===== src/rtl/periph_bus_arbiter.sv =====
// Two-master arbiter for a shared peripheral register bus with a burst limit.
// Define ARB_ROUND_ROBIN_EN for round-robin ties and symmetric hand-over; otherwise master 0 has fixed priority.
module periph_bus_arbiter #(
    parameter int BURST_MAX = 4
) (
    input  logic        clk,
    input  logic        reset,
    input  logic        req0,
    input  logic        rd0,
    input  logic        wr0,
    input  logic [31:0] addr0,
    input  logic [31:0] wdata0,
    input  logic        req1,
    input  logic        rd1,
    input  logic        wr1,
    input  logic [31:0] addr1,
    input  logic [31:0] wdata1,
    output logic        gnt0,
    output logic        gnt1,
    output logic        done0,
    output logic        done1,
    output logic [31:0] rdata0,
    output logic [31:0] rdata1,
    output logic        rd,
    output logic        wr,
    output logic [31:0] addr,
    output logic [31:0] wdata,
    input  logic [31:0] rdata
);

    typedef enum logic [1:0] {
        IDLE = 2'd0,
        OWN0 = 2'd1,
        OWN1 = 2'd2
    } state_t;

`ifdef ARB_ROUND_ROBIN_EN
    localparam logic RR_EN = 1'b1;
`else
    localparam logic RR_EN = 1'b0;
`endif

    localparam logic [3:0] CNT_LAST = 4'(BURST_MAX - 1);

    state_t     state_q, state_d;
    logic [3:0] cnt_q, cnt_d;
    logic       last_q, last_d;   // 1: master 1 was granted most recently
    logic       burst_end;
    logic       act0, act1;

    always_comb begin
        state_d   = state_q;
        burst_end = (cnt_q == CNT_LAST);
        case (state_q)
            IDLE: begin
                if (req0 && req1)
                    state_d = (RR_EN && !last_q) ? OWN1 : OWN0;
                else if (req0)
                    state_d = OWN0;
                else if (req1)
                    state_d = OWN1;
            end
            OWN0: begin
                if (!req0)
                    state_d = req1 ? OWN1 : IDLE;
                else if (RR_EN && burst_end && req1)
                    state_d = OWN1;
            end
            OWN1: begin
                if (!req1)
                    state_d = req0 ? OWN0 : IDLE;
                else if (burst_end && req0)
                    state_d = OWN0;
            end
            default: state_d = IDLE;
        endcase

        // Counter restarts on every grant change; it saturates while nobody contends.
        cnt_d = cnt_q;
        if (state_d != state_q || state_d == IDLE)
            cnt_d = 4'd0;
        else if (!burst_end)
            cnt_d = cnt_q + 4'd1;

        last_d = last_q;
        if (state_d != state_q) begin
            if (state_d == OWN0)
                last_d = 1'b0;
            else if (state_d == OWN1)
                last_d = 1'b1;
        end
    end

    always_ff @(posedge clk) begin
        if (reset) begin
            state_q <= IDLE;
            cnt_q   <= 4'd0;
            last_q  <= 1'b1;
        end else begin
            state_q <= state_d;
            cnt_q   <= cnt_d;
            last_q  <= last_d;
        end
    end

    assign gnt0 = (state_q == OWN0);
    assign gnt1 = (state_q == OWN1);
    assign act0 = gnt0 & req0;
    assign act1 = gnt1 & req1;

    always_comb begin
        rd    = 1'b0;
        wr    = 1'b0;
        addr  = 32'd0;
        wdata = 32'd0;
        if (act0) begin
            rd    = rd0;
            wr    = wr0;
            addr  = addr0;
            wdata = wdata0;
        end else if (act1) begin
            rd    = rd1;
            wr    = wr1;
            addr  = addr1;
            wdata = wdata1;
        end
    end

    assign done0  = act0 & (rd0 | wr0);
    assign done1  = act1 & (rd1 | wr1);
    assign rdata0 = (gnt0 && rd0) ? rdata : 32'd0;
    assign rdata1 = (gnt1 && rd1) ? rdata : 32'd0;

endmodule


===== config.mk =====
export PLATFORM = sky130hd
export DESIGN_NAME = periph_bus_arbiter
export DESIGN_NICKNAME = d
export VERILOG_FILES = /design/src/rtl/periph_bus_arbiter.sv
export SDC_FILE = /design/constraint.sdc
export NUM_CORES = 1
export LEC_CHECK = 0
export ABC_AREA = 1
export BUFFER_PORTS_ARGS = -buffer_cell sky130_fd_sc_hd__buf_4
export CAP_MARGIN = 20
export CORE_AREA = 5 5 113 115
export CTS_CLUSTER_SIZE = 12
export DETAILED_ROUTE_END_ITERATION = 8
export DIE_AREA = 0 0 118 120
export GPL_ROUTABILITY_DRIVEN = 0
export HOLD_SLACK_MARGIN = 0.1
export PLACE_DENSITY = 0.47
export SETUP_SLACK_MARGIN = 0.1
export SLEW_MARGIN = 25
export SYNTH_ARGS = -nofsm -noshare
export SYNTH_HDL_FRONTEND = slang
export SYNTH_SLANG_ARGS = --single-unit

===== constraint.sdc =====
create_clock -name clk -period 1.99 [get_ports clk]
set_clock_uncertainty 0.2 [all_clocks]
set_input_delay 0.199 -clock clk [delete_from_list [all_inputs] [get_ports clk]]
set_output_delay 0.199 -clock clk [all_outputs]
set_load 0.02 [all_outputs]

==> impl_metrics.yaml, run 1 <==
run_status:
  status: "complete, no violations"
detailed_routing:
  wl_met1_um: 5530
  routed-wl-met2_um: 6730
  ant_nets: 0
  drtIter0Drc: 120
  dr.pass1.iters: 4
  wire_per_inst_um: 19.7
  met3WireLength_um: 1370
  finalWirelength_um: 13700
  drc_errors: 0
  top_layer: "met4"
  via_per_inst: 4.49
  vias: 3133
critical_path:
  r2r_end: "state_q[1]$_SDFF_PP0_"
  r2r-start: "state_q[1]$_SDFF_PP0_"
  crit_family: "buffers and inverters"
  path_class: "flip-flop to primary output"
  setup.worst_path.start: "state_q[1]$_SDFF_PP0_"
  cp_cell_sequence: "inv_4, nor2_4, inv_2, nor2_4, buf_4, buf_12, a32o_1, buf_4"
  cp_slowest_cell: "dfxtp_4"
  crit_cells: 8
  required_ps: 1590
  endpoint: "wdata[14]"
  worstSetupEndpointType: "primary output"
  startpoint_type: "flip-flop"
  crit_fanout: 22
  critPathMaxStageDelay_ps: 350
  arrival_ps: 1500
  regToRegSetupSlack_ps: 190
  r2r_cells: 7
  critPathBufInv: 5
global_route:
  grt_pass1_vias: 3193
  overflow: 0
  antenna_found_initial: 0
  track_usage_pct: 15.8
  grt_max_degree: 46
  grt_pass1_wl_um: 18100
synth:
  synth-seq-cells: 6
  synth_edf_count: 0
  synth.area.top_cells: "a32o_1 42%, nor2_1 18%, inv_1 9.8%"
  synth_ff_type: "dfxtp_1"
  yosysWarnings: 0
  ys_async_sr_fraction_pct: 0
  synth_top_cell_area_share_pct: 41.6
  synth_area_mm2: 0.00154
  syn_nets: 413
  synth_top_area_cell: "a32o_1"
  ys_types: 21
  syn_area_per_cell_um2: 6.31
  post_synth_inst_count: 244
  seq_area_frac_synth_pct: 7.80
floorplanning:
  num_rows: 40
  ios: 302
  core_area_mm2: 0.0117
  dieArea_mm2: 0.0142
  die_w_um: 118
  initial_core_util_pct: 13.1
  dieHeight_um: 120
finish:
  finish.net_count: 721
  fillers: 1181
  areaGrowthSynthToFinish_pct: 220
  drive_above_1_share_pct: 74.7
  final_cells: 697
  diodes: 0
  finish.utilization_pct: 42.1
sta:
  clock.fmax_ghz: 0.527
  drv_slew: 0
  worstMarginPinSlew_ps: 319
  final.setup.tns_ps: 0
  min_period_ps: 1900
  hold_violations: 0
  slew_headroom_pct: 78.7
  rsz0062_at_grt: "true"
  setup_viol: 0
  timing.final.crit_share_pct: 95.3
clock_network:
  clock_sinks: 6
  clock_path_buffers: 2
  clk_pin_slew_ps: 30
  cts_root_buf: "clkbuf_16"
  cts_made_buffers: 3
  clock_latency_ps: 230
  htreeDepth: 1
  cts_tree: "done"
pwr:
  ir_drop_uv: 293
  p_per_area_mw_per_mm2: 280
  power.leakage_nw: 2.72
  power.total_w: 0.00138
placement:
  io_buffers: 301
  dpl.hpwl_um: 10000
  dp.cells: 672
job:
  cap_violations: 0
hold_path:
  hp-class: "input port to flip-flop"
==> power by group <==
part           switching [W]  leakage [nW]  internal [W]
registers         0.00000493        0.0499      0.000125
clock network      0.0000611        0.0370      0.000257
logic               0.000421          2.63      0.000508
total               0.000487          2.72      0.000890
==> synth_stat cells (2+ instances only) <==
cell type and count:
a21oi_1 2, xor2_1 3, o22ai_2 2, buf_6 5
a32o_1 64, nand3_1 5, inv_1 40, nand2_1 10
buf_2 8, inv_2 3, clkbuf_1 12, nor2_1 75
dfxtp_1 6, buf_1 2
==> worst min path at each step <==
| stage | startpoint | to | slack, ps | cells past startpoint |
|---|---|---|---|---|
| floorplan | reset | state_q[0]$_SDFF_PP0_ | 70 | 1 |
| global placement | reset | state_q[0]$_SDFF_PP0_ | 180 | 2 |
| finish | req1 | state_q[0]$_SDFF_PP0_ | 230 | 5 |
| global route | req0 | state_q[0]$_SDFF_PP0_ | 310 | 3 |
| CTS | req1 | state_q[0]$_SDFF_PP0_ | 230 | 5 |
| detailed placement | reset | state_q[0]$_SDFF_PP0_ | 180 | 2 |
==> logic make-up (layout without fill, tap and decap cells) <==
group                      after synthesis  after routing  synth area share (%)
muxes                                    1              1                 0.732
AOI/OAI and AO/OA                       70             70                  44.8
buffers and inverters                   71            377                  20.7
and+or+nand+nor                         92             92                  23.5
xor gates and xnor gates                 3              3                  1.71
DFF                                      6              6                  7.81
adders and majority gates                1              1                 0.813
==> sequential cells by signal, summed over array words and instances, names as in the netlist <==
signal / flops
state_q: 2
cnt_q: 4
==> cell type report <==
type                            count  area [um2]  area share (%)
Inverter                           43         171            3.48
Tap cell                          147         184            3.73
Timing Repair Buffer              331        3030            61.4
Clock buffer                        3        75.1            1.52
Sequential cell                     6         125            2.54
Multi-Input combinational cell    167        1350            27.3
==> per-stage QoR <==
stage / hold slack [ps] / worst slack [ps] / area (um2)
after floorplan: 68.1 / 266 / 1540
after global placement: 177 / 156 / 3960
after detailed placement: 180 / 154 / 3960
after CTS: 227 / 47.8 / 4220
after global routing: 310 / 14.1 / 4930
final: 228 / 94.0 / 4930
==> layout by cell type (no fill, tap or decap) <==
master / Yosys / final
a21oi_1: 2 / 2
a32o_1: 64 / 29
a32o_2: 0 / 35
buf_12: 0 / 9
buf_16: 0 / 2
buf_4: 1 / 249
buf_6: 5 / 60
clkbuf_16: 0 / 12
dfxtp_1: 6 / 4
dfxtp_2: 0 / 1
dfxtp_4: 0 / 1
dlygate4sd3_1: 0 / 2
ha_1: 1 / 1
inv_1: 40 / 40
inv_2: 3 / 1
inv_4: 0 / 1
inv_8: 0 / 1
mux2_2: 1 / 1
nand2_1: 10 / 8
nand2_2: 0 / 1
nand2_8: 0 / 1
nand3_1: 5 / 5
nor2_1: 75 / 43
nor2_2: 1 / 14
nor2_4: 1 / 20
o211ai_1: 1 / 1
o22ai_1: 1 / 1
o22ai_2: 2 / 1
o22ai_4: 0 / 1
xor2_1: 3 / 3
==> worst register-to-register path, cell delays in order (launching register included) <==
cell,delay (ps)
dfxtp_4,350
inv_4,60
nor2_4,30
buf_4,130
buf_4,130
o211ai_1,170
nor2_1,50
dlygate4sd3_1,550
==> metal layers <==
metal / GRT usage [%] / up-vias
met5: 0 / -
met4: 1.86 / 0
met3: 6.27 / 8
met2: 27.0 / 205
met1: 19.4 / 1429
li1: - / 1491
==> timing repair <==
item,CTS,global route
cloned,2,11
resized for setup,19,145
buffers inserted,6,1
pin swaps,3,8
endpoints found under the setup margin,112,130
hold buffers,2,0
hold endpoints to repair,2,0
(Power assumes the default switching activity.)
==> run 2: changes to the inputs <==
--- a/config.mk
+++ b/config.mk
@@ -5,7 +5,6 @@
 export SDC_FILE = /design/constraint.sdc
 export NUM_CORES = 1
 export LEC_CHECK = 0
-export ABC_AREA = 1
 export BUFFER_PORTS_ARGS = -buffer_cell sky130_fd_sc_hd__buf_4
 export CAP_MARGIN = 20
 export CORE_AREA = 5 5 113 115
@@ -14,7 +13,6 @@
 export DIE_AREA = 0 0 118 120
 export GPL_ROUTABILITY_DRIVEN = 0
 export HOLD_SLACK_MARGIN = 0.1
-export PLACE_DENSITY = 0.47
 export SETUP_SLACK_MARGIN = 0.1
 export SLEW_MARGIN = 25
 export SYNTH_ARGS = -nofsm -noshare
==> run 2 against run 1 <==
Effect of this change:
- cell area is 19% lower
- worst hold slack worse by 130 ps
- area after synthesis is 4.2% lower
- largest power group unchanged
==> impl_metrics.yaml, run 2 <==
critical_path:
  arrival_ps: 1500
  critPathBufInv: 2
  crit_fanout: 33
  cp_cell_sequence: "and3b_2, clkbuf_16, a22o_1, buf_4"
  cp_slowest_cell: "dfxtp_4"
  required_ps: 1590
  path_class: "flip-flop to primary output"
  startpoint_type: "flip-flop"
  worstSetupEndpointType: "primary output"
  critPathMaxStageDelay_ps: 370
  crit_family: "buffers and inverters"
finish:
  finish.utilization_pct: 34.1
  top_regs: "cnt_q: 4 flops, state_q: 2 flops"
  areaGrowthSynthToFinish_pct: 171
  largest_reg_flops: 4
  diodes: 0
  fillers: 1237
  regMostFlops: "cnt_q"
  mostFrequentLayoutCells: "303 x buf_4, 65 x a22o_1, 64 x and3_1"
  layout_commonest_cell: "buf_4"
  drive_above_1_share_pct: 65.8
  finish.net_count: 653
detailed_routing:
  ant_nets: 0
  drc_errors: 0
  dr.pass1.iters: 4
  vias: 2897
  wire_per_inst_um: 17.0
  via_per_inst: 4.61
  drtIter0Drc: 109
  finalWirelength_um: 10700
synth:
  seq_area_frac_synth_pct: 8.15
  synth_area_mm2: 0.00147
  synth_edf_count: 0
  yosysWarnings: 0
  synth_ff_type: "dfxtp_1"
  synth_top_area_cell: "a22o_1"
  ys_types: 30
  synth_top_cell_area_share_pct: 38.6
  ys_async_sr_fraction_pct: 0
  synth_common_cells: "65 x a22o_1, 64 x and3_1, 13 x clkbuf_1, 7 x buf_2, 6 x dfxtp_1"
  synth-seq-cells: 6
  post_synth_inst_count: 196
  synth.area.top_cells: "a22o_1 39%, and3_1 27%, dfxtp_1 8.1%"
  syn_area_per_cell_um2: 7.52
  synth.most_common_cell: "a22o_1"
  syn_nets: 365
clock_network:
  htreeDepth: 1
  cts_root_buf: "clkbuf_16"
  clk_pin_slew_ps: 30
  cts_tree: "done"
  clock_latency_ps: 230
  clock_path_buffers: 2
  postCtsSetupBuffers: 0
  cts_made_buffers: 3
  clock_sinks: 6
sta:
  drv_slew: 0
  final.setup.tns_ps: 0
  setup_viol: 0
  worstMarginPinSlew_ps: 310
  min_period_ps: 1900
  slew_headroom_pct: 78.8
  rsz0062_at_grt: "true"
  clock.fmax_ghz: 0.526
  timing.final.crit_share_pct: 95.5
  hold_violations: 0
job:
  cap_violations: 0
placement:
  io_buffers: 301
  dpl.hpwl_um: 8390
global_route:
  grt_pass1_vias: 2913
  grt_max_degree: 67
  overflow: 0
  track_usage_pct: 13.2
  antenna_found_initial: 0
  grt_pass1_wl_um: 15700
floorplanning:
  initial_core_util_pct: 12.6
  die_w_um: 118
  ios: 302
  dieArea_mm2: 0.0142
  core_area_mm2: 0.0117
  num_rows: 40
  dieHeight_um: 120
hold_path:
  hp-class: "input port to flip-flop"
run_status:
  status: "complete, no violations"
pwr:
  ir_drop_uv: 240
  power.total_w: 0.00116
  power.leakage_nw: 2.37
  p_per_area_mw_per_mm2: 289
run 2: cell families (layout without fill, tap and decap cells):
| logic type | count (synthesis) | count (layout) | share of synthesized area (%) |
|---|---|---|---|
| adders and majority gates | 1 | 1 | 0.849 |
| xor gates and xnor gates | 1 | 1 | 0.594 |
| DFF | 6 | 6 | 8.15 |
| and+or+nand+nor | 80 | 80 | 34.2 |
| AOI/OAI and AO/OA | 79 | 79 | 45.2 |
| buffers and inverters | 29 | 315 | 11.0 |
run 2: final cells by class:
| class | count | area, um2 | area share [%] |
|---|---|---|---|
| clock buffer | 3 | 75.1 | 1.88 |
| inverter | 2 | 7.51 | 0.188 |
| multi-input combinational | 161 | 1200 | 29.9 |
| sequential | 6 | 125 | 3.13 |
| tap | 147 | 184 | 4.60 |
| timing repair buffer | 310 | 2410 | 60.3 |
run 2: what timing repair did:
item,4_1_cts,5_1_grt
setup endpoints to repair,66,66
hold buffers,2,0
hold endpoints to repair,3,0
gates cloned,1,1
resized for setup,3,1
run 2: path summary, 6_finish.rpt:
check | startpoint | endpoint | slack (ps) | depth (start not counted)
worst min-delay path | req0 | cnt_q[3]$_SDFFE_PP0P_ | 100 | 3
worst min register to register | state_q[0]$_SDFF_PP0_ | state_q[1]$_SDFF_PP0_ | 290 | 1
worst max register to register | cnt_q[0]$_SDFFE_PP0P_ | state_q[0]$_SDFF_PP0_ | 260 | 4
worst max-delay path | state_q[1]$_SDFF_PP0_ | wdata[6] | 90 | 4
run 2: worst reg2reg max path, cell delays in order (launching register included):
cell      delay [ps]
dfxtp_1          360
ha_1             200
or3b_4           420
a21o_1           190
a211oi_1         260
run 2: routing by layer:
layer	vias to the layer above	wire (um)	track usage (%)
li1	1359	-	-
met1	1347	3990	14.8
met2	184	5630	24.6
met3	7	1020	3.77
met4	0	87	2.72
met5	-	0	0
run 2: stage by stage:
step,cell area [um2],worst slack [ps],instances,hold WS [ps]
3_3_place_gp,3840,277,622,205
4_1_cts,3970,77.1,628,101
2_1_floorplan,1470,319,196,71.8
6_report,4000,89.5,629,97.0
5_1_grt,4000,44.5,629,117
3_5_place_dp,3840,254,622,211
run 2: power by group:
group | leakage (nW) | switching [W] | internal [W] | total (W)
clock | 0.0370 | 0.0000748 | 0.000259 | 0.000333
sequential | 0.0498 | 0.00000412 | 0.000124 | 0.000128
combinational | 2.28 | 0.000302 | 0.000392 | 0.000694
total | 2.37 | 0.000381 | 0.000775 | 0.00116
==> run 3: changes to the inputs <==
--- a/config.mk
+++ b/config.mk
@@ -13,6 +13,7 @@
 export DIE_AREA = 0 0 118 120
 export GPL_ROUTABILITY_DRIVEN = 0
 export HOLD_SLACK_MARGIN = 0.1
+export RECOVER_POWER = 100
 export SETUP_SLACK_MARGIN = 0.1
 export SLEW_MARGIN = 25
 export SYNTH_ARGS = -nofsm -noshare
==> run 3 against run 2 <==
Effect of this change:
- count of clock-buffer cells in the layout unchanged
- fmax is 0.26% higher
- cell area fell by 9.8%
- register-to-register slack got worse by 40 ps
- largest cell class unchanged
- sequential cell count unchanged
- critical path type unchanged
- via count is 0.21% lower
- sequential power hardly changed
- global-route usage unchanged
- critical endpoint unchanged
- highest routed layer unchanged
==> impl_metrics.yaml, run 3 (same netlist as run 2, synthesis figures left out) <==
finish:
  diodes: 0
  mostFrequentLayoutCells: "175 x buf_4, 75 x clkbuf_2, 65 x a22o_1, 64 x and3_1, 53 x clkbuf_1"
  drive_above_1_share_pct: 54.4
  areaGrowthSynthToFinish_pct: 144
  finish.utilization_pct: 30.8
  largest_reg_flops: 4
  regArea_um2: 125
  finish.net_count: 653
  layout_commonest_cell: "buf_4"
  multi_input_area_mm2: 0.00119
  fillers: 1324
  top_regs: "cnt_q: 4 flops, state_q: 2 flops"
  regMostFlops: "cnt_q"
critical_path:
  r2r_end: "state_q[0]$_SDFF_PP0_"
  endpoint: "wdata[6]"
  arrival_ps: 1500
  r2r_cells: 4
  path_class: "flip-flop to primary output"
  setup.worst_path.start: "state_q[1]$_SDFF_PP0_"
  crit_family: "buffers and inverters"
  cp_cell_sequence: "and3b_2, clkbuf_16, a22o_1, clkbuf_2"
  worstSetupEndpointType: "primary output"
  critPathBufInv: 2
  crit_cells: 4
  startpoint_type: "flip-flop"
  critPathMaxStageDelay_ps: 360
  regToRegSetupSlack_ps: 220
  cp_slowest_cell: "dfxtp_4"
  r2r-start: "cnt_q[0]$_SDFFE_PP0P_"
  required_ps: 1590
  crit_fanout: 33
clock_network:
  clock_sinks: 6
  clk_pin_slew_ps: 30
  cts_made_buffers: 3
  cts_tree: "done"
  postCtsSetupBuffers: 0
  htreeDepth: 1
  cts_root_buf: "clkbuf_16"
  clock_latency_ps: 230
  clock_path_buffers: 2
sta:
  setup_viol: 0
  slew_headroom_pct: 78.8
  worstMarginPinSlew_ps: 310
  timing.final.crit_share_pct: 95.3
  whs_ps: 95.8
  fin_ws_ps: 94.4
  drv_slew: 0
  rsz0062_at_grt: "true"
  min_period_ps: 1900
  clock.fmax_ghz: 0.528
  hold_violations: 0
  final.setup.tns_ps: 0
placement:
  dpl.hpwl_um: 8390
  place_ws_ps: 254
  io_buffers: 301
global_route:
  grtUsageMet3_pct: 3.77
  grtUsageMet1_pct: 14.8
  grt_pass1_wl_um: 15700
  overflow: 0
  antenna_found_initial: 0
  grt_pass1_vias: 2913
  track_usage_pct: 13.2
  grt_max_degree: 67
  grt.busiest_layer: "met2"
  grt_use_met2_pct: 24.6
job:
  cap_violations: 0
pwr:
  pwr-share-comb_pct: 58.1
  power.total_w: 0.00110
  ir_drop_uv: 241
  power.switching_w: 0.000378
  power.leakage_nw: 2.08
  pwr-share-seq_pct: 11.6
  netSwitchingFraction_pct: 34.3
  p_per_area_mw_per_mm2: 305
  pwr-share-clk_pct: 30.2
  intPower_w: 0.000722
detailed_routing:
  wire_per_inst_um: 17.0
  via_per_inst: 4.60
  drc_errors: 0
  ant_nets: 0
  drtIter0Drc: 99
  finalWirelength_um: 10700
  dr.pass1.iters: 4
  vias: 2891
floorplanning:
  core_area_mm2: 0.0117
  initial_core_util_pct: 12.6
  ios: 302
  dieHeight_um: 120
  num_rows: 40
  die_w_um: 118
  dieArea_mm2: 0.0142
run_status:
  status: "complete, no violations"
hold_path:
  hp-class: "input port to flip-flop"
[run 3: changes by cell type in the layout (fill, tap and decap cells not counted)]
cell | before | now
buf_4 | 303 | 175
clkbuf_2 | 0 | 75
clkbuf_1 | 0 | 53
nor2b_1 | 0 | 1
nor2b_2 | 1 | 0
or3b_1 | 0 | 1
or3b_4 | 1 | 0
[run 3: layout make-up]
class / instances / share of cell area, %
timing repair buffer: 310 / 56.1
multi-input combinational: 161 / 33.1
tap: 147 / 5.10
sequential: 6 / 3.47
clock buffer: 3 / 2.08
inverter: 2 / 0.208
[run 3: metrics by stage]
stage | instance area, um2 | std cells
3_3_place_gp | 3840 | 622
6_report | 3600 | 629
3_5_place_dp | 3840 | 622
5_1_grt | 3600 | 629
2_1_floorplan | 1470 | 196
4_1_cts | 3970 | 628
[run 3: worst reg2reg max path, cell delays in order (launching register included)]
cell and delay [ps]:
dfxtp_1 360, ha_1 200, or3b_1 440, a21o_1 210
a211oi_1 260
[run 3: what timing repair did]
item | CTS | global route
gates cloned | 1 | 1
hold buffers | 2 | 0
setup endpoints to repair | 66 | 66
hold endpoints to repair | 3 | 0
resized for setup | 3 | 1
[run 3: worst min-delay path by stage]
stage	endpoint	cells after the start	start
2_1_floorplan	cnt_q[3]$_SDFFE_PP0P_	1	reset
3_3_place_gp	cnt_q[3]$_SDFFE_PP0P_	2	reset
3_5_place_dp	cnt_q[3]$_SDFFE_PP0P_	2	reset
4_1_cts	cnt_q[3]$_SDFFE_PP0P_	3	req0
5_1_grt	cnt_q[3]$_SDFFE_PP0P_	3	req0
6_report	cnt_q[3]$_SDFFE_PP0P_	3	req0
[run 3: power by group through the flow]
| stage | clock, W | sequential (W) | combinational (W) |
|---|---|---|---|
| after CTS | 0.000344 | 0.000129 | 0.000693 |
| after floorplan | 0 | 0.000129 | 0.000257 |
| after detailed placement | 0 | 0.000130 | 0.000683 |
| after global routing | 0.000352 | 0.000129 | 0.000685 |
| after global placement | 0 | 0.000130 | 0.000678 |
| final | 0.000332 | 0.000128 | 0.000639 |
[run 3: per-layer routing]
metal	wire [um]	share of wire (%)
met2	5590	52
met3	934	8.7
met5	0	0
met4	87	0.81
met1	4080	38
